--- src/rtl/uart_rx_engine.sv ---
// 16x-oversampled UART receiver: synchronized rx, mid-bit sampling, LSB first, 8N1 by default.
// Define UART_RX_PARITY_EN to add a parity bit after the data (PARITY_ODD selects odd parity).
module uart_rx_engine #(
  parameter int DATA_BITS  = 8,
  parameter int OVERSAMPLE = 16,
  parameter int PARITY_ODD = 0
) (
  input  logic                 clk,
  input  logic                 reset,
  input  logic                 inrx,
  input  logic                 rx,
  output logic [DATA_BITS-1:0] rx_data,
  output logic                 rx_valid,
  output logic                 frame_err,
  output logic                 parity_err,
  output logic                 rx_busy
);

  localparam int CW = $clog2(OVERSAMPLE);
  localparam int BW = $clog2(DATA_BITS);
  localparam logic [CW-1:0] MID_TICK  = CW'(OVERSAMPLE / 2 - 1);
  localparam logic [CW-1:0] LAST_TICK = CW'(OVERSAMPLE - 1);
  localparam logic [BW-1:0] LAST_BIT  = BW'(DATA_BITS - 1);
  localparam logic          PAR_ODD   = (PARITY_ODD != 0);

  typedef enum logic [2:0] {
    S_IDLE,
    S_START,
    S_DATA,
`ifdef UART_RX_PARITY_EN
    S_PARITY,
`endif
    S_STOP
  } state_t;

  state_t                 state_q, state_d;
  logic                   sync1_q, sync1_d;
  logic                   rx_s_q, rx_s_d;
  logic                   rx_s_dly_q, rx_s_dly_d;
  logic [CW-1:0]          tick_cnt_q, tick_cnt_d;
  logic [BW-1:0]          bit_idx_q, bit_idx_d;
  logic [DATA_BITS-1:0]   shift_q, shift_d;
  logic [DATA_BITS-1:0]   data_q, data_d;
  logic                   valid_q, valid_d;
  logic                   ferr_q, ferr_d;
  logic                   bit_tick;
`ifdef UART_RX_PARITY_EN
  logic                   par_bit_q, par_bit_d;
  logic                   perr_q, perr_d;
`endif

  always_comb begin
    sync1_d    = rx;
    rx_s_d     = sync1_q;
    rx_s_dly_d = rx_s_q;
    state_d    = state_q;
    tick_cnt_d = tick_cnt_q;
    bit_idx_d  = bit_idx_q;
    shift_d    = shift_q;
    data_d     = data_q;
    valid_d    = 1'b0;
    ferr_d     = 1'b0;
`ifdef UART_RX_PARITY_EN
    par_bit_d  = par_bit_q;
    perr_d     = 1'b0;
`endif
    // bit_tick marks the tick that lands in the middle of the current bit
    bit_tick = inrx && (tick_cnt_q == LAST_TICK);
    if (inrx) begin
      tick_cnt_d = (tick_cnt_q == LAST_TICK) ? '0 : tick_cnt_q + 1'b1;
    end

    case (state_q)
      S_IDLE: begin
        if (rx_s_dly_q && !rx_s_q) begin
          state_d    = S_START;
          tick_cnt_d = '0;
        end
      end
      S_START: begin
        if (inrx && (tick_cnt_q == MID_TICK)) begin
          tick_cnt_d = '0;
          bit_idx_d  = '0;
          state_d    = rx_s_q ? S_IDLE : S_DATA;
        end
      end
      S_DATA: begin
        if (bit_tick) begin
          shift_d   = {rx_s_q, shift_q[DATA_BITS-1:1]};
          bit_idx_d = bit_idx_q + 1'b1;
          if (bit_idx_q == LAST_BIT) begin
            bit_idx_d = '0;
`ifdef UART_RX_PARITY_EN
            state_d   = S_PARITY;
`else
            state_d   = S_STOP;
`endif
          end
        end
      end
`ifdef UART_RX_PARITY_EN
      S_PARITY: begin
        if (bit_tick) begin
          par_bit_d = rx_s_q;
          state_d   = S_STOP;
        end
      end
`endif
      S_STOP: begin
        if (bit_tick) begin
          state_d = S_IDLE;
          if (rx_s_q) begin
            data_d  = shift_q;
            valid_d = 1'b1;
`ifdef UART_RX_PARITY_EN
            perr_d  = ((^shift_q) ^ PAR_ODD) != par_bit_q;
`endif
          end else begin
            ferr_d = 1'b1;
          end
        end
      end
      default: state_d = S_IDLE;
    endcase
  end

  always_ff @(posedge clk) begin
    if (reset) begin
      state_q    <= S_IDLE;
      sync1_q    <= 1'b1;
      rx_s_q     <= 1'b1;
      rx_s_dly_q <= 1'b1;
      tick_cnt_q <= '0;
      bit_idx_q  <= '0;
      shift_q    <= '0;
      data_q     <= '0;
      valid_q    <= 1'b0;
      ferr_q     <= 1'b0;
`ifdef UART_RX_PARITY_EN
      par_bit_q  <= 1'b0;
      perr_q     <= 1'b0;
`endif
    end else begin
      state_q    <= state_d;
      sync1_q    <= sync1_d;
      rx_s_q     <= rx_s_d;
      rx_s_dly_q <= rx_s_dly_d;
      tick_cnt_q <= tick_cnt_d;
      bit_idx_q  <= bit_idx_d;
      shift_q    <= shift_d;
      data_q     <= data_d;
      valid_q    <= valid_d;
      ferr_q     <= ferr_d;
`ifdef UART_RX_PARITY_EN
      par_bit_q  <= par_bit_d;
      perr_q     <= perr_d;
`endif
    end
  end

  assign rx_data   = data_q;
  assign rx_valid  = valid_q;
  assign frame_err = ferr_q;
  assign rx_busy   = (state_q != S_IDLE);
`ifdef UART_RX_PARITY_EN
  assign parity_err = perr_q;
`else
  assign parity_err = PAR_ODD & 1'b0;
`endif

endmodule

--- config.mk ---
export PLATFORM = sky130hd
export DESIGN_NAME = uart_rx_engine
export DESIGN_NICKNAME = d
export VERILOG_FILES = /design/src/rtl/uart_rx_engine.sv
export SDC_FILE = /design/constraint.sdc
export NUM_CORES = 1
export LEC_CHECK = 0
export CORE_UTILIZATION = 58
export DETAILED_ROUTE_END_ITERATION = 10
export HOLD_SLACK_MARGIN = 0.05
export PLACE_DENSITY = 0.92
export REMOVE_ABC_BUFFERS = 1
export SYNTH_ARGS = -nofsm -noshare
export SYNTH_HDL_FRONTEND = slang
export SYNTH_SLANG_ARGS = --single-unit
--- constraint.sdc ---
create_clock -name clk -period 3.3 [get_ports clk]
set_clock_uncertainty 0.15 [all_clocks]
set_input_delay 0.825 -clock clk [delete_from_list [all_inputs] [get_ports clk]]
set_output_delay 0.825 -clock clk [all_outputs]
set_load 0.05 [all_outputs]
**After elaboration in Yosys (flattened, before gate mapping)**

Index checks and enable logic that the tools add are counted.

- Bits in registers: 31
- Output and inout port bits: 12
- Logic and storage cells: 55

- $add $sub $neg: 2
- Equality and inequality tests: 11
- Reduce and logical (&&, ||, !) cells: 12
- Bitwise logic cells: 2
- Mux-type cells: 18

Operators by type and width:

| operator | number |
|---|---|
| two-way mux 3 bit | 8 |
| two-way mux 4 bit | 4 |
| case mux 3 bit (4 select lines) | 1 |
| != test 2 bit, second input constant | 5 |
| case mux 4 bit (2 select lines) | 1 |
| == test 3 x 2 -> 1 bit, second input constant | 2 |
| case mux 3 bit (2 select lines) | 1 |
| AND reduction 3 bit | 2 |
| AND reduction 5 bit | 1 |
| adder 4 x 1 -> 4 bit, second input constant | 1 |
| == test 4 x 3 -> 1 bit, second input constant | 1 |
| == test 4 bit, second input constant | 1 |
| adder 3 x 1 -> 3 bit, second input constant | 1 |
| == test 3 x 1 -> 1 bit, second input constant | 1 |
| == test 3 bit, second input constant | 1 |
| logical AND 1 bit | 3 |
| zero test 3 bit | 1 |
| nonzero test 3 bit | 1 |
| OR reduction 3 bit | 1 |
| two-way mux 1 bit | 2 |
| two-way mux 2 bit | 1 |
| inverter 1 bit | 2 |
| AND reduction 2 bit | 1 |
| nonzero test 2 bit | 1 |
| zero test 1 bit | 1 |

**Depth between registers and ports, before layout**

Gate-level depths: netlist (run 1).

- Word-level depth: 5
- Mapped depth: 5
- Gate-level depth less buffers: 4

**Worst setup path before layout (run 1)**

No wires, ideal clock.

- Kind: register -> output
- From: register state_q[1]
- To: output port rx_busy
- Setup slack: 1.459 ns
- Path buffers: 1
- Cell stages (with the launch flop): 4
- Arrival: 0.866 ns
- Cell sequence: dfxtp_1 -> buf_2 -> nor2_1 -> inv_1

- Word-level cells in the longest chain between the ends: 1

Ends and longest elaborated chain:

| item | RTL line | source |
|---|---|---|
| start, declared | 36 | `state_t state_q, state_d;` |
| start signal, assigned | 144 | `state_q <= state_d;` |
| nonzero test 3 bit | 164 | `assign rx_busy = (state_q != S_IDLE);` |
| end, declared | 16 | `output logic rx_busy` |

No other way between the ends.

**Worst setup path in the final report (run 1)**

Same ends and word-level chain as after synthesis.

==> results.md, run 1 <==
- Relative slew slack: 66.8%
- Slowest stage delay, CP: 790 ps
- CP startpoint: state_q[1]
- LEAKAGE: 0.541 nW
- Post-DR wirelength/cell: 14.4 um
- GRT Resource Usage Total: 23.7%
- Place WS: 774 ps
- Netlist Area Pre-Place: 1360 um^2
- First-pass detailed-route iteration total: 4
- Status: completed
- Crit path max fanout: 13
- Cell variety after synth: 37
- Vias in the first global route: 1,012
- Crit path DAT: 1870 ps
- Total global routing overflow: 0
- Slew Limit Fails: 0
- IO buf count: 14
- Synthesis warning total: 0
- Initial antenna violation count: 0
- Ports: 16
- Worst R2R Setup Slack: 1560 ps
- Comb pwr share: 5.0%
- Clock Path Buffers: 2
- Slew @ Worst Pin: 497 ps
- CP endpoint: rx_busy
- DR vias/cell: 5.94
- Pwr/cell area: 415 nW/um^2
- Min cycle time layout: 2850 ps
- Final setup TNS: 0 ps
- Worst hold path class: register to register
- CORE AREA: 2210 um^2
- Required time worst endpoint: 2320 ps
- Root buf cell: clkbuf_4
- Critical path type: register to primary output
- Post-CTS Setup Repair Bufs: 0
- Final Non-Filler Cells: 191
- Cell-internal power: 0.000482 W
- Pin count of the biggest net entering global routing: 25
- R2R Path End: tick_cnt_q[3]
- Commonest non-fill, non-tap cell in the layout: dfxtp_1
- Avg Cell Area, Syn: 8.91 um^2
- Cts repair resizes: 0
- FF-to-FF path depth: 4
- First-pass GRT wire length: 4350 um
- Critical Path End Type: primary output
- Fin util: 69.0%
- Site Rows: 17
- Hold Buf Count CTS: 0
- Max-cap violation count: 0
- Chip Width: 50.3 um
- Share of cells above drive strength 1: 13.5%
- Hpwl dp: 1840 um
- Drt total wl: 2750 um
- Clk slew on worst S/H paths: 100 ps
- Sequential element share of the synthesized area: 44.3%
- Area growth from synthesis to layout: 12.6%
- Worst setup SP type: register
- CTS tree: done
- Period utilization: 86.4%
- Setup-failing EPs final: 0
- Worst skew pair latency: 330 ps
- Clock network power share: 36.2%
- CTS sink count: 30
- ANT nets after route: 0
- RSZ-0062 raised after global routing: no
- Switching pwr: 0.000151 W
- Maximum VDD drop: 0.310 mV
- Dpl cells: 183
- Switching share of power: 23.9%
- CTS Buf Count: 5
- H-Tree Depth: 2
- Area of the die: 2530 um^2
- Max Fclk: 0.351 GHz
- Post-synthesis instance total: 152
- FILL cells: 181
- Final net count: 169
- Initial cell density of the core: 61.3%
- Most frequent cells in the layout: 30 x dfxtp_1, 19 x nand3_1, 18 x a21oi_1, 18 x o21ai_0, 14 x clkdlybuf4s50_1
- Slowest CP cell: clkdlybuf4s50_1
- Synthesized flop and latch total: 30
- Vias: 1,134
- Worst Slack Setup Final: 450 ps
- Initial DRC Count: 35
- Post-route DRC: 0
- Ant. Diodes: 0
- Hold path start: rx_s_d
- DIE HEIGHT: 50.3 um
- Gpl congestion: 0.801
- CP cell instances: nor2_1 > inv_1 > clkdlybuf4s50_1
- Register share of total power: 58.7%
- Worst r2r src: tick_cnt_q[0]
- Final Hold Vio Count: 0
-- cell type report --
class	instances	area, um^2	area share [%]
Inverter	3	11.3	0.738
Timing Repair Buffer	16	155	10.2
Clock buffer	6	51.3	3.36
Multi-Input combinational cell	106	661	43.3
Sequential cell	30	601	39.3
Tap cell	28	35.0	2.30
Clock inverter	2	12.5	0.820
-- worst min-delay path by stage --
stage	to	slack (ps)	cells past startpoint
after detailed placement	rx_s_dly_d	260	1
after global routing	rx_s_dly_d	350	1
final	rx_s_dly_d	290	1
after global placement	rx_s_dly_d	250	1
after CTS	rx_s_dly_d	300	1
after floorplan	rx_s_dly_d	240	1
-- worst max-delay path, delay by kind of cell, from the launching register on --
| kind | cells | cell delay [ps] |
|---|---|---|
| buffers and inverters | 2 | 860 |
| AND/OR/NAND/NOR | 1 | 120 |
| flip-flops | 1 | 560 |
-- state kept, by name (all words and copies together), names as in the netlist --
name        count
rx_s_d          1
bit_idx_q       3
rx_s_dly_q      1
state_q         2
frame_err       1
shift_q         8
rx_valid        1
rx_data         8
tick_cnt_q      4
rx_s_dly_d      1
-- kinds of logic (layout without fill, tap and decap cells) --
group / Yosys count / count (layout) / share of synthesized area [%]
simple gates: 54 / 54 / 23.7
compound gates: 41 / 41 / 17.0
flops: 30 / 30 / 44.3
fa+ha+maj: 3 / 3 / 2.77
mux: 5 / 5 / 3.69
xor+xnor: 2 / 2 / 1.29
buf+inv: 16 / 27 / 6.92
other cells: 1 / 1 / 0.277
-- Yosys cell counts (all sizes together) --
cell type | count | area share (%)
nor2 | 5 | 1.4
buf | 8 | 4.7
and4 | 1 | 0.74
nand2 | 1 | 0.28
o21ai | 19 | 7.3
a221oi | 1 | 1.1
nand3 | 19 | 7.0
nand2b | 4 | 1.8
a21oi | 18 | 6.6
a21o | 1 | 0.55
xor2 | 1 | 0.65
nor2b | 2 | 0.92
nand3b | 4 | 2.2
or4 | 1 | 0.55
inv | 3 | 0.83
clkbuf | 5 | 1.4
dfxtp | 30 | 44
and3 | 1 | 0.55
and2b | 2 | 1.2
conb | 1 | 0.28
mux2i | 5 | 3.7
or2 | 3 | 1.4
ha | 3 | 2.8
o211ai | 1 | 0.55
and2 | 1 | 0.55
a311o | 1 | 0.83
nor3 | 3 | 1.1
nand4 | 3 | 1.4
xnor2 | 1 | 0.65
or4b | 1 | 0.74
and3b | 1 | 0.74
nor3b | 2 | 1.1
-- metal layers --
layer | routed length (um) | part of all wire (%) | up-vias | GRT usage [%]
met5 | 0 | 0 | - | 0
li1 | - | - | 559 | -
met4 | 62 | 2.3 | 0 | 13.9
met2 | 1380 | 50 | 34 | 38.9
met1 | 1170 | 43 | 532 | 26.3
met3 | 140 | 5.1 | 9 | 8.48
-- metrics by stage --
| stage | hold WS (ps) | power [W] | cell area (um^2) |
|---|---|---|---|
| finish | 293 | 0.000634 | 1530 |
| global route | 348 | 0.000667 | 1530 |
| CTS | 296 | 0.000641 | 1530 |
| detailed placement | 256 | 0.000412 | 1460 |
| global placement | 249 | 0.000410 | 1460 |
| floorplan | 239 | 0.000397 | 1270 |
-- power groups by stage --
stage,registers (W),logic [W],clock network [W]
5_1_grt,0.000373,0.0000345,0.000260
6_report,0.000372,0.0000318,0.000230
2_1_floorplan,0.000379,0.0000180,0
3_5_place_dp,0.000380,0.0000316,0
4_1_cts,0.000372,0.0000318,0.000237
3_3_place_gp,0.000380,0.0000303,0
No activity file was read; power rests on OpenSTA's default activity.
==> inputs of run 2 (changes only) <==
--- a/config.mk
+++ b/config.mk
@@ -5,10 +5,10 @@
 export SDC_FILE = /design/constraint.sdc
 export NUM_CORES = 1
 export LEC_CHECK = 0
-export CORE_UTILIZATION = 58
+export CORE_UTILIZATION = 54
 export DETAILED_ROUTE_END_ITERATION = 10
 export HOLD_SLACK_MARGIN = 0.05
-export PLACE_DENSITY = 0.92
+export PLACE_DENSITY = 0.87
 export REMOVE_ABC_BUFFERS = 1
 export SYNTH_ARGS = -nofsm -noshare
 export SYNTH_HDL_FRONTEND = slang
==> constraint.sdc (replaced) <==
create_clock -name clk -period 3 [get_ports clk]
set_clock_uncertainty 0.15 [all_clocks]
set_input_delay 0.75 -clock clk [delete_from_list [all_inputs] [get_ports clk]]
set_output_delay 0.75 -clock clk [all_outputs]
set_load 0.05 [all_outputs]
==> results.md, run 2 (synthesis gave the netlist of run 1 again) <==
- Slowest stage delay, CP: 800 ps (was 790 ps)
- Post-CTS Setup Repair Bufs: 0 (unchanged)
- Pin count of the biggest net entering global routing: 23 (was 25)
- Cell-internal power: 0.000502 W (was 0.000482 W)
- Crit path DAT: 1880 ps (was 1870 ps)
- Clock network power share: 33.3% (was 36.2%)
- Worst r2r src: tick_cnt_q[0] (unchanged)
- Min cycle time layout: 2780 ps
- Dpl cells: 183 (unchanged)
- Cts repair resizes: 0 (unchanged)
- Worst R2R Setup Slack: 1300 ps (was 1560 ps)
- Worst hold path class: register to register (unchanged)
- Maximum VDD drop: 0.382 mV (was 0.310 mV)
- Vias: 1,105 (was 1,134)
- DR vias/cell: 5.82 (was 5.94)
- Most frequent cells in the layout: 30 x dfxtp_1, 19 x nand3_1, 18 x a21oi_1, 18 x o21ai_0, 14 x clkdlybuf4s50_1 (unchanged)
- Relative slew slack: 66.2% (was 66.8%)
- Crit path max fanout: 13 (unchanged)
- GRT Resource Usage Total: 23.4% (was 23.7%)
- RSZ-0062 raised after global routing: no (unchanged)
- Register share of total power: 61.5% (was 58.7%)
- CP cell instances: nor2_1 > inv_1 > clkdlybuf4s50_1 (unchanged)
- Grt met3 use: 6.43% (was 8.48%)
- Hpwl dp: 1700 um (was 1840 um)
- Slowest CP cell: clkdlybuf4s50_1 (unchanged)
- Chip Width: 52.1 um (was 50.3 um)
- Initial cell density of the core: 59.0% (was 61.3%)
- Area growth from synthesis to layout: 11.4% (was 12.6%)
- CTS tree: done (unchanged)
- Slew @ Worst Pin: 506 ps (was 497 ps)
- Clk slew on worst S/H paths: 90 ps (was 100 ps)
- Worst setup SP type: register (unchanged)
- First-pass GRT wire length: 4440 um (was 4350 um)
- R2R Path End: tick_cnt_q[3] (unchanged)
- Crit path max-delay family: buffers and inverters (unchanged)
- Initial DRC Count: 16 (was 35)
- Switching share of power: 24.5% (was 23.9%)
- Share of cells above drive strength 1: 13.0% (was 13.5%)
- H-Tree Depth: 2 (unchanged)
- LEAKAGE: 0.537 nW (was 0.541 nW)
- IO buf count: 14 (unchanged)
- Switching pwr: 0.000163 W (was 0.000151 W)
- Hold path start: rx_s_d (unchanged)
- Worst skew pair latency: 330 ps (about the same)
- Hold Buf Count CTS: 0 (unchanged)
- Clock Path Buffers: 2 (unchanged)
- Final Non-Filler Cells: 190 (was 191)
- Final Hold Vio Count: 0 (unchanged)
- Required time worst endpoint: 2100 ps (was 2320 ps)
- Ports: 16 (unchanged)
- Gpl congestion: 0.811 (was 0.801)
- Slew Limit Fails: 0 (unchanged)
- Drt total wl: 2600 um (was 2750 um)
- Setup-failing EPs final: 0 (unchanged)
- Post-DR wirelength/cell: 13.7 um (was 14.4 um)
- Critical path type: register to primary output (unchanged)
- Max-cap violation count: 0 (unchanged)
- CORE AREA: 2300 um^2 (was 2210 um^2)
- Met1 Track Usage GR: 27.4% (was 26.3%)
- Crit path buffers/inverters: 2 (unchanged)
- Total global routing overflow: 0 (unchanged)
- Final net count: 169 (unchanged)
- Area of the die: 2710 um^2 (was 2530 um^2)
- CTS sink count: 30 (unchanged)
- Worst Hold End: rx_s_dly_d (unchanged)
- Final setup TNS: 0 ps (unchanged)
- Post-route DRC: 0 (unchanged)
- ANT nets after route: 0 (unchanged)
- Commonest non-fill, non-tap cell in the layout: dfxtp_1 (unchanged)
- Status: completed (unchanged)
- Max Fclk: 0.360 GHz
- Critical Path End Type: primary output (unchanged)
- CTS Buf Count: 5 (unchanged)
- Ant. Diodes: 0 (unchanged)
- Gr busiest metal: met2 (unchanged)
- First-pass detailed-route iteration total: 4 (unchanged)
- Comb pwr share: 5.2% (was 5.0%)
- Hold path depth: 1 (unchanged)
- Vias in the first global route: 1,036 (was 1,012)
- Period utilization: 92.6%
- FF-to-FF path depth: 4 (unchanged)
- Site Rows: 17 (unchanged)
- Pwr/cell area: 440 nW/um^2 (was 415 nW/um^2)
- Routing usage on met2: 37.2% (was 38.9%)
- Root buf cell: clkbuf_4 (unchanged)
- Initial antenna violation count: 0 (unchanged)
- DIE HEIGHT: 52.1 um (was 50.3 um)
## run 2: cell types whose count changed in the layout (fill, tap and decap cells not counted)
cell	delta
clkinv_2	+1
clkinvlp_4	-1
clkbuf_8	-1
## run 2: power groups by stage
stage	logic [W]	clock network (W)	registers (W)
after floorplan	0.0000198	0	0.000417
after global placement	0.0000334	0	0.000418
after detailed placement	0.0000345	0	0.000418
after CTS	0.0000347	0.000230	0.000409
after global routing	0.0000385	0.000242	0.000410
final	0.0000347	0.000221	0.000409
## run 2: how the worst max path moves through the flow
stage / startpoint / to / slack, ps / cells after the start
after floorplan: inrx / state_q[0] / 1100 / 3
after global placement: state_q[1] / rx_busy / 630 / 3
after detailed placement: inrx / state_q[1] / 560 / 4
after CTS: state_q[1] / rx_busy / 210 / 3
after global routing: state_q[1] / rx_busy / 120 / 3
final: state_q[1] / rx_busy / 220 / 3
## run 2: final cells by class
class	instances	area (um^2)
fillers	207	787
multi-input cells	106	661
flip-flops and latches	30	601
repair buffers	16	155
clock buffers	5	37.5
well taps	28	35.0
inverters	3	11.3
clock inverters	2	10.0
## run 2: routing by layer
metal  up-vias  wire [um]  share of wire, %
met5         -          0                 0
met4         0         69               2.7
met3         8        133               5.1
met2        36       1220                47
met1       504       1180                45
li1        557          -                 -
## run 2: through the flow
step	instance area [um^2]	hold slack (ps)	power [W]	util [%]	setup slack [ps]
after floorplan	1270	239	0.000436	-	1100
after global placement	1460	249	0.000451	63.7	634
after detailed placement	1460	253	0.000453	63.7	561
after CTS	1510	276	0.000673	65.7	212
after global routing	1510	292	0.000691	65.7	119
final	1510	274	0.000665	65.7	221
==> inputs of run 3 (changes only) <==
--- a/config.mk
+++ b/config.mk
@@ -10,6 +10,7 @@
 export HOLD_SLACK_MARGIN = 0.05
 export PLACE_DENSITY = 0.87
 export REMOVE_ABC_BUFFERS = 1
+export SETUP_SLACK_MARGIN = 0.5
 export SYNTH_ARGS = -nofsm -noshare
 export SYNTH_HDL_FRONTEND = slang
 export SYNTH_SLANG_ARGS = --single-unit
==> results.md, run 3 (synthesis gave the netlist of run 1 again) <==
- Initial DRC Count: 16 (unchanged)
- Multi-input logic area: 661 um^2 (unchanged)
- Most frequent cells in the layout: 30 x dfxtp_1, 19 x nand3_1, 18 x a21oi_1, 18 x o21ai_0, 13 x clkdlybuf4s50_1 (was 30 x dfxtp_1, 19 x nand3_1, 18 x a21oi_1, 18 x o21ai_0, 14 x clkdlybuf4s50_1)
- Final Cell Area: 1510 um^2 (about the same)
- First-pass GRT wire length: 4440 um (unchanged)
- Initial antenna violation count: 0 (unchanged)
- Area growth from synthesis to layout: 11.1% (was 11.4%)
- DIE HEIGHT: 52.1 um (unchanged)
- Critical path type: register to primary output (unchanged)
- Relative slew slack: 66.6% (was 66.2%)
- Initial cell density of the core: 59.0% (unchanged)
- Final Non-Filler Cells: 190 (unchanged)
- Placed Area: 1460 um^2 (unchanged)
- Crit path max fanout: 2 (was 13)
- Crit path buffers/inverters: 1 (was 2)
- Post-DR wirelength/cell: 13.8 um (was 13.7 um)
- Required time worst endpoint: 2100 ps (about the same)
- Pwr/cell area: 442 nW/um^2 (was 440 nW/um^2)
- Min cycle time layout: 2380 ps (was 2780 ps)
- Final Hold Vio Count: 0 (unchanged)
- Chip Width: 52.1 um (unchanged)
- Vias: 1,101 (was 1,105)
- Dpl cells: 183 (unchanged)
- Status: completed (unchanged)
- CTS sink count: 30 (unchanged)
- Drt total wl: 2620 um (was 2600 um)
- Gpl congestion: 0.811 (unchanged)
- CTS Buf Count: 5 (unchanged)
- Hpwl dp: 1700 um (unchanged)
- Worst setup SP type: register (unchanged)
- Post-CTS Setup Repair Bufs: 0 (unchanged)
- Worst Slack Setup Final: 624 ps (was 221 ps)
- Critical Path End Type: primary output (unchanged)
- Crit path DAT: 1480 ps (was 1880 ps)
- RSZ-0062 raised after global routing: no (unchanged)
- Fin util: 65.5% (was 65.7%)
- Vias in the first global route: 1,036 (unchanged)
- FILL cells: 207 (unchanged)
- Worst skew pair latency: 330 ps (about the same)
- CORE AREA: 2300 um^2 (unchanged)
- CTS tree: done (unchanged)
- Final net count: 169 (unchanged)
- Clk slew on worst S/H paths: 90 ps (about the same)
- Commonest non-fill, non-tap cell in the layout: dfxtp_1 (unchanged)
- Final setup TNS: 0 ps (unchanged)
- Ant. Diodes: 0 (unchanged)
- Site Rows: 17 (unchanged)
- H-Tree Depth: 2 (unchanged)
- LEAKAGE: 0.538 nW (was 0.537 nW)
- CP cell instances: clkdlybuf4s50_1 (was nor2_1 > inv_1 > clkdlybuf4s50_1)
- Share of cells above drive strength 1: 13.6% (was 13.0%)
- Hold Buf Count CTS: 0 (unchanged)
- Slew Limit Fails: 0 (unchanged)
- Pin count of the biggest net entering global routing: 23 (unchanged)
- Sequential Area: 601 um^2 (unchanged)
- Clock Path Buffers: 2 (unchanged)
- ANT nets after route: 0 (unchanged)
- Slew @ Worst Pin: 499 ps (was 506 ps)
- Period utilization: 79.2% (was 92.6%)
- Maximum VDD drop: 0.383 mV (was 0.382 mV)
- GRT Resource Usage Total: 23.4% (unchanged)
- Slowest stage delay, CP: 800 ps (about the same)
- Worst hold path class: register to register (unchanged)
- Max Fclk: 0.421 GHz (was 0.360 GHz)
- Post-route DRC: 0 (unchanged)
- Ports: 16 (unchanged)
- Total global routing overflow: 0 (unchanged)
- Crit path max-delay family: buffers and inverters (unchanged)
- Max-cap violation count: 0 (unchanged)
- Area of the die: 2710 um^2 (unchanged)
- First-pass detailed-route iteration total: 4 (unchanged)
- DR vias/cell: 5.79 (was 5.82)
- Place WS: 561 ps (unchanged)
- Slowest CP cell: clkdlybuf4s50_1 (unchanged)
- Setup-failing EPs final: 0 (unchanged)
- IO buf count: 14 (unchanged)
- Root buf cell: clkbuf_4 (unchanged)
-- run 3: changes by cell type in the layout (fill, tap and decap cells not counted) --
| cell | change |
|---|---|
| clkbuf_2 | +1 |
| clkdlybuf4s50_1 | -1 |
-- run 3: cell type report --
class / instances / share of cell area, %
Clock buffer: 5 / 2.49
Clock inverter: 2 / 0.665
Inverter: 3 / 0.748
Multi-Input combinational cell: 106 / 43.9
Sequential cell: 30 / 39.9
Tap cell: 28 / 2.33
Timing Repair Buffer: 16 / 9.98
-- run 3: power by group --
| group | switching (W) | internal (W) | total (W) |
|---|---|---|---|
| Clock | 0.000138 | 0.0000840 | 0.000222 |
| Sequential | 0.00000615 | 0.000403 | 0.000409 |
| Combinational | 0.0000199 | 0.0000143 | 0.0000342 |
| Total | 0.000164 | 0.000501 | 0.000665 |
-- run 3: repair_timing --
action                     CTS  global route
setup endpoints to repair    1             1
gates resized for setup      2             1
cloned                       0             0
-- run 3: final timing paths --
check | start | end | slack (ps) | cells after the start
min reg2reg | rx_s_d | rx_s_dly_d | 270 | 1
min | rx_s_d | rx_s_dly_d | 270 | 1
max reg2reg | tick_cnt_q[0] | tick_cnt_q[3] | 1300 | 4
max | rx_data[5] | rx_data[5] | 620 | 1
-- run 3: routing by layer --
metal / wire length (um) / vias to the layer above / track usage (%) / part of all wire [%]
met3: 92 / 8 / 6.43 / 3.5
met1: 1200 / 513 / 27.4 / 46
met5: 0 / - / 0 / 0
met2: 1250 / 23 / 37.2 / 48
li1: - / 557 / - / -
met4: 68 / 0 / 14.9 / 2.6
-- run 3: metrics by stage --
stage	power, W	hold slack, ps
4_1_cts	0.000673	276
3_5_place_dp	0.000453	253
6_report	0.000665	274
2_1_floorplan	0.000436	239
3_3_place_gp	0.000451	249
5_1_grt	0.000690	292
